==> src/rtl/spi_mosi_burst_tx.sv <==
// Burst MOSI transmitter: 1..N words of WIDTH bits per load, selectable bit order and CS framing.
// All outputs registered; a burst request is accepted in IDLE or DONE and requests while busy are dropped.
module spi_mosi_burst_tx #(
  parameter int WIDTH = 8,
  parameter int N     = 16,
  parameter int CNT_W = 5
) (
  input  logic               i_SCK,
  input  logic               i_RST,
  input  logic [WIDTH*N-1:0] i_DATA,
  input  logic [N-1:0]       i_DC,
  input  logic [CNT_W-1:0]   i_N_transmit,
  input  logic               i_LSB_FIRST,
  input  logic               i_CS_TOGGLE,
  input  logic               i_START,
  output logic               o_MOSI,
  output logic               o_CS,
  output logic               o_DC,
  output logic               o_BUSY,
  output logic [CNT_W-1:0]   o_BYTE_IDX,
  output logic               o_FINAL_BIT,
  output logic               o_FINAL_BYTE,
  output logic               o_DONE
);

  localparam int BIT_W = (WIDTH > 1) ? $clog2(WIDTH) : 1;
  localparam int IDX_W = (N > 1) ? $clog2(N) : 1;
  localparam logic [BIT_W-1:0] LAST_BIT = BIT_W'(WIDTH - 1);

  typedef enum logic [1:0] {S_IDLE, S_SHIFT, S_GAP, S_DONE} state_t;

  state_t                   state;
  logic [BIT_W-1:0]         bit_cnt;
  logic [CNT_W-1:0]         last_idx;
  logic [N-1:0][WIDTH-1:0]  sh_data;
  logic [N-1:0]             sh_dc;
  logic                     sh_lsb;
  logic                     sh_tog;

  state_t                   nxt_state;
  logic [BIT_W-1:0]         nxt_bit;
  logic [CNT_W-1:0]         nxt_idx;
  logic [CNT_W-1:0]         nxt_last;
  logic [CNT_W-1:0]         eff_cnt;
  logic                     load;
  logic [N-1:0][WIDTH-1:0]  src_data;
  logic [N-1:0]             src_dc;
  logic                     src_lsb;
  logic [WIDTH-1:0]         src_word;
  logic [BIT_W-1:0]         sel;
  logic                     nxt_mosi;

  assign eff_cnt = (i_N_transmit > CNT_W'(N)) ? CNT_W'(N) : i_N_transmit;

  always_comb begin
    nxt_state = state;
    nxt_bit   = bit_cnt;
    nxt_idx   = o_BYTE_IDX;
    load      = 1'b0;
    case (state)
      S_IDLE, S_DONE: begin
        nxt_bit = '0;
        nxt_idx = '0;
        if (i_START && (i_N_transmit != '0)) begin
          load      = 1'b1;
          nxt_state = S_SHIFT;
        end else begin
          nxt_state = S_IDLE;
        end
      end
      S_SHIFT: begin
        if (bit_cnt == LAST_BIT) begin
          nxt_bit = '0;
          if (o_BYTE_IDX == last_idx) begin
            nxt_state = S_DONE;
            nxt_idx   = '0;
          end else if (sh_tog) begin
            nxt_state = S_GAP;
          end else begin
            nxt_idx = o_BYTE_IDX + CNT_W'(1);
          end
        end else begin
          nxt_bit = bit_cnt + BIT_W'(1);
        end
      end
      S_GAP: begin
        nxt_state = S_SHIFT;
        nxt_bit   = '0;
        nxt_idx   = o_BYTE_IDX + CNT_W'(1);
      end
      default: nxt_state = S_IDLE;
    endcase
  end

  // The first word of a burst is taken straight from the inputs, since the shadows load on the same edge.
  always_comb begin
    if (load) begin
      src_data = i_DATA;
      src_dc   = i_DC;
      src_lsb  = i_LSB_FIRST;
      nxt_last = eff_cnt - CNT_W'(1);
    end else begin
      src_data = sh_data;
      src_dc   = sh_dc;
      src_lsb  = sh_lsb;
      nxt_last = last_idx;
    end
    src_word = src_data[nxt_idx[IDX_W-1:0]];
    sel      = src_lsb ? nxt_bit : (LAST_BIT - nxt_bit);
    nxt_mosi = src_word[sel];
  end

  always_ff @(posedge i_SCK or negedge i_RST) begin
    if (!i_RST) begin
      state        <= S_IDLE;
      bit_cnt      <= '0;
      last_idx     <= '0;
      sh_data      <= '0;
      sh_dc        <= '0;
      sh_lsb       <= 1'b0;
      sh_tog       <= 1'b0;
      o_MOSI       <= 1'b0;
      o_CS         <= 1'b1;
      o_DC         <= 1'b0;
      o_BUSY       <= 1'b0;
      o_BYTE_IDX   <= '0;
      o_FINAL_BIT  <= 1'b0;
      o_FINAL_BYTE <= 1'b0;
      o_DONE       <= 1'b0;
    end else begin
      state      <= nxt_state;
      bit_cnt    <= nxt_bit;
      o_BYTE_IDX <= nxt_idx;
      if (load) begin
        sh_data  <= i_DATA;
        sh_dc    <= i_DC;
        sh_lsb   <= i_LSB_FIRST;
        sh_tog   <= i_CS_TOGGLE;
        last_idx <= nxt_last;
      end
      o_MOSI <= (nxt_state == S_SHIFT) && nxt_mosi;
      o_CS   <= (nxt_state != S_SHIFT);
      // D/C only moves when a word starts shifting, so it holds through gaps.
      if (nxt_state == S_SHIFT)
        o_DC <= src_dc[nxt_idx[IDX_W-1:0]];
      o_BUSY       <= (nxt_state == S_SHIFT) || (nxt_state == S_GAP);
      o_FINAL_BIT  <= (nxt_state == S_SHIFT) && (nxt_bit == LAST_BIT);
      o_FINAL_BYTE <= (nxt_state == S_SHIFT) && (nxt_idx == nxt_last);
      o_DONE       <= (nxt_state == S_DONE);
    end
  end

endmodule

==> config.mk <==
export PLATFORM = sky130hd
export DESIGN_NAME = spi_mosi_burst_tx
export DESIGN_NICKNAME = d
export VERILOG_FILES = /design/src/rtl/spi_mosi_burst_tx.sv
export SDC_FILE = /design/constraint.sdc
export NUM_CORES = 1
export LEC_CHECK = 0
export CAP_MARGIN = 20
export CORE_MARGIN = 2
export CORE_UTILIZATION = 47
export DETAILED_ROUTE_END_ITERATION = 6
export GPL_TIMING_DRIVEN = 0
export PLACE_DENSITY = 0.85
export SLEW_MARGIN = 20
export SYNTH_ARGS = -nofsm -noshare
export SYNTH_HDL_FRONTEND = slang
export SYNTH_SLANG_ARGS = --single-unit
==> constraint.sdc <==
create_clock -name i_SCK -period 3.2 [get_ports i_SCK]
set_clock_uncertainty 0.2 [all_clocks]
set_input_delay 0.32 -clock i_SCK [delete_from_list [all_inputs] [get_ports i_SCK]]
set_output_delay 0.32 -clock i_SCK [all_outputs]
set_load 0.05 [all_outputs]
==> results.md, run 1 <==
* Crit end category: register
* Post-route insts no fill at 1408
* Post-Syn Instances at 949
* DPL Wire Length at 20400 um
* Final nets at 1329
* Max H-tree Level at 4
* Syn nets at 1112
* DIE WIDTH at 139 um
* Syn_area_per_cell at 9.01 sq um
* Power Total at 0.00626 W
* Max-slew violations at 0
* Antenna Nets Post-Route at 0
* Clock Path Buffers at 2
* Layout Utilization at 66.1%
* Via count at 8008
* CTS tree: yes
* CP max stage delay at 0.36 ns
* Area added between synthesis and finish at 38.4%
* CTS sink count at 168
* Predominant post-synthesis flop cell: dfrtp_1
* Most frequent CP cell: buf_6
* Core area at 17900 sq um
* CP startpoint kind: register
* Die ar. at 19300 sq um
* Buffers added on ports at 165
* Final Cycle Share at 99.5%
* Final setup vio count at 0
* Top Layer Used: met4
* Max cap viols at 0
* Antenna cells at 0
* Unrepaired setup endpoints after global routing: true
* VDD IR-drop max at 0.000420 V
* WS Path Type: reg -> reg
* Netlist cell types at 81
* Required time of the critical path at 3.31 ns
* Share of the synthesized area in the top cell type at 48.9%
* First-pass DRT Iterations at 5
* Post-synth EDFFs at 0
* Fmax at 314 MHz
* DR WL met2 at 13300 um
* GRT Total Usage at 29.5%
* Leakage at 5.55 nW
* WL met3 at 2910 um
* Synthesized area at 8550 sq um
* Top post-synthesis cells by area: dfrtp_1, nand2_1, mux2_2
* Cell taking the most area after synthesis: dfrtp_1
* Async SR Flop Fraction at 100%
* M1 WL at 12000 um
* Critical path arrival at 3.30 ns
* Initial Utilization at 47.8%
* PwrDens at 529 nW/um^2
* Slew HR at 48.6%
* Crit-path max FO at 10
* Largest net degree at the start of global routing at 93
* Slowest CP cell: dfrtp_1
* Num CTS Buffers at 17
* Slew @ Worst Pin at 0.768 ns
* Final hold vios at 0
* Final min period at 3.19 ns
* Share of layout cells above drive strength 1 at 17.6%
* First-pass GRT wire length at 43700 um
* HP Class: in -> reg
* Grt total ovfl at 0
* Clock latency on the worst-skew pair at 0.45 ns
* Run status: complete, no violations
* Die Ht at 139 um
* DP Worst Slack at -1.68 ns
* Post-layout worst setup margin at 0.0145 ns
* DR DRC count at 0
* Worst hold slack at 0.199 ns
* I/O pins at 166
* Initial DRC Count at 989
* Root buffer cell: clkbuf_16
* Register area share after synthesis at 49.2%
* Site Rows at 49
* Initial antenna violation count at 0
* Clock slew at reported path FFs at 0.07 ns
* GP Congestion at 0.973
* Ys Warns at 0
* Vias in the first global route at 7814
* Register bit total from synthesis at 168
* Via density per instance at 5.69
* Placed Cells at 1344
* Aggregate routed wire length at 28900 um
* Average wire per standard cell at 20.6 um
* Crit path cell chain: ha_2 -> ha_4 -> and2b_2 -> o21ai_1 -> a211o_1 -> a21o_1 -> inv_4 -> buf_6 -> buf_6 -> a21oi_1 -> a21oi_2 -> o31ai_1 -> nor4_2 -> o211ai_2
==> sequential cells by signal (all words and copies together), names as in the netlist <==
name / cells
o_DONE: 1
o_FINAL_BYTE: 1
o_FINAL_BIT: 1
o_DC: 1
bit_cnt: 3
state: 2
sh_dc: 16
o_BUSY: 1
sh_data: 128
sh_tog: 1
o_MOSI: 1
sh_lsb: 1
last_idx: 5
o_BYTE_IDX: 5
o_CS: 1
==> metrics by stage <==
| stage | TNS (ns) | instance area (sq um) |
|---|---|---|
| floorplan | 0 | 8550 |
| global placement | -892.05 | 10500 |
| detailed placement | -39.45 | 10500 |
| CTS | -0.0187 | 11400 |
| global route | -0.0827 | 11800 |
| finish | 0 | 11800 |
==> logic make-up (layout without fill, tap and decap cells) <==
logic type / count (synthesis) / in the layout / synth area share (%)
adders and majority gates: 9 / 9 / 1.32
buffers and inverters: 73 / 303 / 4.52
xor gates and xnor gates: 16 / 16 / 2.25
DFF: 168 / 168 / 49.2
muxes: 56 / 56 / 7.20
AOI/OAI and AO/OA: 121 / 121 / 10.8
and+or+nand+nor: 506 / 506 / 24.8
==> synthesized netlist by cell type (15+ instances only) <==
library cell    n
nand2_1       388
dfrtp_1       167
nor2_1         35
mux2_2         29
mux2i_1        23
buf_2          21
a21oi_1        20
o21ai_0        19
nand3_1        17
nor3_1         17
clkbuf_1       15
==> path summary, 6_finish.rpt <==
kind	cells after the start	to	slack, ns	from
max in group asynchronous	3	sh_data[109]$_DFF_PN0_	1.74	i_RST
hold reg to reg	2	sh_data[78]$_DFF_PN0_	0.27	sh_data[78]$_DFF_PN0_
setup / recovery	14	o_MOSI$_DFF_PN0_	0.01	bit_cnt[0]$_DFF_PN0_
setup reg to reg	14	o_MOSI$_DFF_PN0_	0.01	bit_cnt[0]$_DFF_PN0_
min in group asynchronous	2	o_FINAL_BYTE$_DFF_PN0_	0.21	i_RST
hold / removal	3	sh_data[41]$_DFF_PN0_	0.20	i_DATA[41]
==> cell usage in the layout, fill, tap and decap left out, types with 7 or more instances in the layout <==
cell             count
nor2_1              34
nand2_1            385
clkbuf_1            11
buf_6               18
nand3_1             17
clkbuf_16           17
nor3_1              14
o211ai_1            12
buf_4               45
o21ai_0             18
inv_1               12
or3_1               12
clkdlybuf4s50_1    164
a21oi_1             17
xnor2_1              7
mux2i_1             22
mux2_2              29
inv_6                7
dfrtp_1            165
==> critical path, delay by kind of cell, from the launching register on <==
kind | cells | cell delay (ns)
AOI/OAI and AO/OA | 7 | 1.08
adders and majority gates | 2 | 0.40
buffers and inverters | 3 | 0.47
DFF | 1 | 0.36
and+or+nand+nor | 2 | 0.53
==> layout make-up <==
cell class | count | area, sq um
Fill cell | 1411 | 6070
Buffer | 52 | 418
Tap cell | 229 | 287
Clock buffer | 21 | 460
Timing Repair Buffer | 202 | 1980
Sequential cell | 168 | 4210
Multi-Input combinational cell | 708 | 4300
Inverter | 17 | 73.8
Clock inverter | 11 | 111
==> where the power goes <==
group / leakage, nW / total, W / internal [W] / switching (W)
clock network: 0.276 / 0.00204 / 0.00113 / 0.000908
registers: 2.06 / 0.00267 / 0.00248 / 0.000182
logic: 3.21 / 0.00156 / 0.000689 / 0.000873
total: 5.55 / 0.00626 / 0.00430 / 0.00196
==> what timing repair did <==
item	CTS	global route
hold buffers	1	0
setup endpoints to repair	78	21
cloned	0	0
gates resized for setup	65	52
pin swaps	8	23
endpoints found under the hold margin	75	0
buffers inserted	11	24
==> metal layers <==
metal	track usage, %	vias to the layer above
met1	41.5	3836
li1	-	3628
met5	0	-
met4	11.3	0
met2	45.6	486
met3	5.59	58
Note: power is estimated with default switching activity, not from simulation.
==> inputs of run 2 (changes only) <==
Settings changed: RECOVER_POWER from default to 100.
==> run 2 against run 1 <==
The run now ends with capacitance limit, slew limit left. Sequential power about the same. Global-route usage unchanged. Clock-buffer cell count unchanged. Cell count unchanged. Sequential share of layout area about the same. Critical path depth decreased by 2. Register-to-register slack about the same.
==> results.md, run 2 (synthesis gave the netlist of run 1 again) <==
* Run status: finished with violations
* Failing checks: capacitance limit, slew limit
* Post-route insts no fill at 1408 (unchanged)
* DR DRC count at 0 (unchanged)
* Commonest non-fill, non-tap cell in the layout: nand2_1
* Initial DRC Count at 1015 (+2.6%)
* Multi-input gate area at 4300 sq um (unchanged)
* GRT Total Usage at 29.5% (unchanged)
* CTS tree: yes
* Power Total at 0.00626 W (about the same)
* First-pass DRT Iterations at 6 (+1)
* Site Rows at 49 (unchanged)
* Via count at 8068 (+0.75%)
* Antenna cells at 0 (unchanged)
* Slew @ Worst Pin at 1.96 ns (+1.20 ns)
* Grt total ovfl at 0 (unchanged)
* Fmax at 314 MHz (about the same)
* Max reg flops at 128 (unchanged)
* Placed Cells at 1344 (unchanged)
* GP Congestion at 0.973 (unchanged)
* Largest net degree at the start of global routing at 93 (unchanged)
* Leakage at 5.54 nW (about the same)
* Unrepaired setup endpoints after global routing: true
* Initial Utilization at 47.8% (unchanged)
* Vias in the first global route at 7814 (unchanged)
* Average wire per standard cell at 20.5 um (-0.45%)
* Final setup vio count at 0 (unchanged)
* Commonest cells after routing, fill and taps aside: nand2_1, dfrtp_1, clkdlybuf4s50_1
* Final Cycle Share at 99.6% (about the same)
* Share of layout cells above drive strength 1 at 17.6% (unchanged)
* Final nets at 1329 (unchanged)
* Clock slew at reported path FFs at 0.07 ns (about the same)
* Biggest registers after layout: sh_data: 128 flops, sh_dc: 16 flops
* VDD IR-drop max at 0.000417 V (-0.63%)
* Biggest register: sh_data
* Area added between synthesis and finish at 38.3% (about the same)
* Max-slew violations at 77 (+77)
* Crit end category: register
* Die ar. at 19300 sq um (unchanged)
* Max H-tree Level at 4 (unchanged)
* Crit-path max FO at 10 (unchanged)
* Slew HR at -31.0% (-80 points)
* Root buffer cell: clkbuf_16
* Hold Path Depth at 3 (unchanged)
* Critical path arrival at 3.34 ns (+0.04 ns)
* Initial antenna violation count at 0 (unchanged)
* I/O pins at 166 (unchanged)
* PwrDens at 529 nW/um^2 (about the same)
* Final min period at 3.19 ns (+0.00278 ns)
* DPL Wire Length at 20400 um (unchanged)
* Num CTS Buffers at 17 (unchanged)
* WS Path Type: reg -> reg
* Required time of the critical path at 3.35 ns (+0.04 ns)
* Final hold vios at 0 (unchanged)
* Setup TNS at 0 ns (unchanged)
* Reg area at 4210 sq um (unchanged)
* Max cap viols at 1 (+1)
* FF-to-FF path depth at 12 (-2)
* Clock latency on the worst-skew pair at 0.44 ns (about the same)
* CP startpoint kind: register
* Die Ht at 139 um (unchanged)
* First-pass GRT wire length at 43700 um (unchanged)
* Via density per instance at 5.73 (+0.75%)
* Filler cells at 1412 (+0.071%)
* Antenna Nets Post-Route at 0 (unchanged)
* Clock Path Buffers at 2 (unchanged)
* HP Class: in -> reg
* DIE WIDTH at 139 um (unchanged)
* Buffers added on ports at 165 (unchanged)
* Aggregate routed wire length at 28800 um (-0.45%)
* Core area at 17900 sq um (unchanged)
* CTS sink count at 168 (unchanged)
run 2: cell count changes in the layout (fill, tap and decap cells not counted), sizes merged:
cell	change
clkbuf	+1
buf	-1
run 2: timing repair:
| item | CTS | global route |
|---|---|---|
| hold buffers | 1 | 0 |
| pin swaps | 8 | 23 |
| gates resized for setup | 65 | 52 |
| setup buffers | 11 | 24 |
| setup endpoints to repair | 78 | 21 |
| hold endpoints to repair | 75 | 0 |
run 2: worst paths after layout:
kind / slack [ns] / endpoint / from
worst max-delay path: 0.01 / o_MOSI$_DFF_PN0_ / bit_cnt[0]$_DFF_PN0_
worst min-delay path: 0.20 / sh_data[25]$_DFF_PN0_ / i_DATA[25]
worst max register to register: 0.01 / o_MOSI$_DFF_PN0_ / bit_cnt[0]$_DFF_PN0_
worst min register to register: 0.27 / sh_data[78]$_DFF_PN0_ / sh_data[78]$_DFF_PN0_
max in group asynchronous: 0.79 / o_BYTE_IDX[0]$_DFF_PN0_ / i_RST
min in group asynchronous: 0.72 / o_FINAL_BYTE$_DFF_PN0_ / i_RST
run 2: power breakdown:
group	switching, W	internal, W	leakage, nW
combinational	0.000874	0.000688	3.21
sequential	0.000178	0.00248	2.06
clock	0.000907	0.00113	0.276
total	0.00196	0.00430	5.54
run 2: metal layers:
layer	share of wire, %	vias up	wire length [um]	GRT usage, %
met5	0	-	0	0
met4	2.6	0	759	11.3
met3	10	63	2880	5.59
met2	46	477	13200	45.6
met1	41	3902	11900	41.5
li1	-	3626	-	-
run 2: final cells by class:
class                           count  area share (%)
Inverter                           17           0.624
Clock buffer                       21            3.89
Multi-Input combinational cell    708            36.4
Clock inverter                     11           0.942
Sequential cell                   168            35.6
Tap cell                          229            2.42
Buffer                             52            3.53
Timing Repair Buffer              202            16.6
run 2: critical path, cell delays in order, from the launching register on:
cell      delay, ns
dfrtp_1        0.36
ha_2           0.19
ha_4           0.21
and2b_2        0.26
o21ai_1        0.09
a211o_1        0.29
a21o_1         0.22
buf_6          0.17
buf_6          0.16
o311ai_1       0.33
a21oi_1        0.15
or3_1          0.38
o211ai_2       0.09
run 2: per-stage QoR:
step | hold slack, ns | util (%) | setup slack [ns] | instance area (sq um)
6_report | 0.200 | 66.0 | 0.0117 | 11800
5_1_grt | 0.211 | 66.0 | -0.0809 | 11800
4_1_cts | 0.197 | 63.8 | -0.0151 | 11400
3_5_place_dp | 0.142 | 58.8 | -1.68 | 10500
3_3_place_gp | 0.241 | 58.6 | -5.12 | 10500
2_1_floorplan | -0.176 | - | 0.00204 | 8550
==> inputs of run 3 (changes only) <==
--- a/config.mk
+++ b/config.mk
@@ -8,3 +8,4 @@
 export CAP_MARGIN = 20
-export CORE_MARGIN = 2
+export CORE_ASPECT_RATIO = 0.8
+export CORE_MARGIN = 1.5
 export CORE_UTILIZATION = 47
--- a/constraint.sdc
+++ b/constraint.sdc
@@ -4,2 +4,2 @@
 set_output_delay 0.32 -clock i_SCK [all_outputs]
-set_load 0.05 [all_outputs]
+set_load 0.02 [all_outputs]
==> run 3 against run 2 <==
The run ends with DRC, capacitance limit, slew limit, setup timing left. Largest cell class unchanged. Combinational power down 3%. Core utilization grew 0.62 points. Sequential power barely moved. Critical path depth is 2 lower. Clock power decreased by 5%. Register-to-register slack lost 0.07 ns. Maximum frequency shrank 2.1%. Hold slack got worse by 0.0019 ns. Die area fell by 1.4%. Total power decreased by 2.3%. Critical endpoint unchanged. Via count is 0.16% higher.
==> results.md, run 3 (synthesis gave the netlist of run 1 again) <==
* PwrDens at 521 nW/um^2 (-1.5%)
* Buffers added on ports at 165 (unchanged)
* VDD IR-drop max at 0.000340 V (-18%)
* Die ar. at 19000 sq um (-1.4%)
* Max reg flops at 128 (unchanged)
* Slowest CP cell: dfrtp_2
* Max H-tree Level at 4 (unchanged)
* GP Congestion at 0.968 (-0.45%)
* Die Ht at 124 um (-11%)
* Vias in the first global route at 7809 (-0.064%)
* DPL Wire Length at 21200 um (+3.8%)
* Biggest registers after layout: sh_data: 128 flops, sh_dc: 16 flops
* Slew @ Worst Pin at 2.03 ns (+0.0682 ns)
* Reg2reg start: o_BYTE_IDX[0]$_DFF_PN0_
* Clock Path Buffers at 2 (unchanged)
* WP buf/inv at 2 (unchanged)
* Grt total ovfl at 0 (unchanged)
* HP Class: in -> reg
* FF-to-FF path depth at 10 (-2)
* Required time of the critical path at 3.31 ns (-0.04 ns)
* I/O pins at 166 (unchanged)
* Unrepaired setup endpoints after global routing: true
* Max cap viols at 1 (unchanged)
* Initial antenna violation count at 0 (unchanged)
* Antenna Nets Post-Route at 0 (unchanged)
* Worst R2R End: o_MOSI$_DFF_PN0_
* Final hold vios at 0 (unchanged)
* GRT Total Usage at 31.2% (+1.7 points)
* Aggregate routed wire length at 29100 um (+1.0%)
* Average wire per standard cell at 20.7 um (+1.4%)
* Run status: finished with violations
* DP Worst Slack at -1.69 ns (-0.00627 ns)
* Antenna cells at 0 (unchanged)
* Final min period at 3.26 ns (+0.0696 ns)
* Leakage at 5.52 nW (-0.50%)
* DIE WIDTH at 154 um (+11%)
* Post-layout worst setup margin at -0.0579 ns (-0.0696 ns)
* CTS sink count at 168 (unchanged)
* Commonest non-fill, non-tap cell in the layout: nand2_1
* First-pass GRT wire length at 43800 um (+0.20%)
* Clock slew at reported path FFs at 0.07 ns (about the same)
* Initial DRC Count at 893 (-12%)
* Num CTS Buffers at 17 (unchanged)
* Fmax at 307 MHz (-2.1%)
* Failing checks: DRC, capacitance limit, slew limit, setup timing
* Biggest register: sh_data
* Commonest cells after routing, fill and taps aside: nand2_1, dfrtp_1, clkdlybuf4s50_1
* CP delay by family, top: compound AO/OA/AOI/OAI gates
* CP max stage delay at 0.45 ns (+0.07 ns)
* Max-slew violations at 80 (+3.9%)
* Layout Utilization at 66.7% (+0.62 points)
* HP Start: i_DATA[32]
* Crit end category: register
* Share of layout cells above drive strength 1 at 16.8% (-0.75 points)
* Hold Path End: sh_data[32]$_DFF_PN0_
* Filler cells at 1356 (-4.0%)
* Slew HR at -35.5% (-4.5 points)
* Crit-path max FO at 10 (unchanged)
* Largest net degree at the start of global routing at 90 (-3.2%)
* CTS tree: yes
* Critical path arrival at 3.37 ns (+0.03 ns)
* Core area at 17600 sq um (-1.7%)
* Crit path cell chain: xnor2_1 -> nand4_2 -> o221ai_4 -> buf_8 -> buf_6 -> mux2i_1 -> nor3_1 -> o311a_1 -> o211ai_2 -> o211ai_2
* Clock latency on the worst-skew pair at 0.44 ns (about the same)
* Final nets at 1328 (-0.075%)
* Final Cycle Share at 102% (+2.2 points)
* First-pass DRT Iterations at 7 (+1)
* Final setup vio count at 1 (+1)
* Area added between synthesis and finish at 37.1%
* Root buffer cell: clkbuf_16
* Worst R2R Setup Slack at -0.06 ns (-0.07 ns)
* WS Path Type: reg -> reg
* Via density per instance at 5.76 (+0.52%)
* Hold Path Depth at 3 (unchanged)
* Most frequent CP cell: o211ai_2
* DR DRC count at 5 (+5)
* Via count at 8081 (+0.16%)
* Site Rows at 43 (-12%)
* Initial Utilization at 48.6% (+0.84 points)
* Beginning of the critical path: o_BYTE_IDX[0]$_DFF_PN0_
* CP startpoint kind: register
==> run 3: cell count changes in the layout (fill, tap and decap cells not counted), sizes merged <==
cell	delta
buf	-7
inv	-5
clkbuf	+5
clkinvlp	+1
clkinv	+5
==> run 3: metal layers <==
| layer | GRT usage [%] | up-vias | part of all wire [%] |
|---|---|---|---|
| met4 | 8.31 | 0 | 2.1 |
| met3 | 8.56 | 51 | 11 |
| met1 | 43.6 | 3914 | 43 |
| met2 | 48.1 | 495 | 44 |
| li1 | - | 3621 | - |
| met5 | 0 | - | 0 |
==> run 3: per-stage QoR <==
step / total power (W) / TNS [ns] / hold slack (ns) / cell area [sq um] / cells
floorplan: 0.00342 / 0 / -0.176 / 8550 / 949
global placement: 0.00398 / -882.67 / 0.241 / 10500 / 1339
detailed placement: 0.00405 / -40.14 / 0.139 / 10500 / 1340
CTS: 0.00601 / 0 / 0.202 / 11400 / 1385
global route: 0.00635 / -0.137 / 0.199 / 11700 / 1403
finish: 0.00611 / -0.0579 / 0.198 / 11700 / 1403
==> run 3: layout make-up <==
cell class,instances,area [sq um],area share [%]
clock buffer,20,437,3.72
clock inverter,12,104,0.885
tap,225,282,2.40
inverter,17,68.8,0.587
sequential,168,4210,35.9
timing repair buffer,199,1940,16.6
buffer,54,450,3.84
multi-input combinational,708,4240,36.1
==> run 3: timing repair <==
action                                  in CTS  in global routing
gates cloned                                 0                  1
resized for setup                           59                 48
hold endpoints to repair                    79                  0
endpoints found under the setup margin      79                 22
pin swaps                                    7                 14
setup buffers                               14                 17
hold buffers                                 1                  0
==> run 3: worst max path at each step <==
stage | to | cells after the start | slack, ns
after global placement | sh_data[103]$_DFF_PN0_ | 1 | -5.07
after floorplan | o_MOSI$_DFF_PN0_ | 15 | 0.002
after CTS | o_MOSI$_DFF_PN0_ | 10 | 0.001
final | o_MOSI$_DFF_PN0_ | 10 | -0.06
after global routing | o_MOSI$_DFF_PN0_ | 12 | -0.12
after detailed placement | o_MOSI$_DFF_PN0_ | 15 | -1.69
==> run 3: power by group <==
part,internal (W),total (W),switching [W]
clock network,0.00107,0.00192,0.000859
logic,0.000671,0.00152,0.000851
registers,0.00249,0.00267,0.000184
total,0.00422,0.00611,0.00189
==> run 3: worst reg2reg max path, delay by kind of cell, from the launching register on <==
family,cells,cell delay (ns)
AO/OA/AOI/OAI,4,1.04
XOR/XNOR,1,0.32
buffers and inverters,2,0.44
flip-flops,1,0.45
multiplexers,1,0.32
AND/OR/NAND/NOR,2,0.37
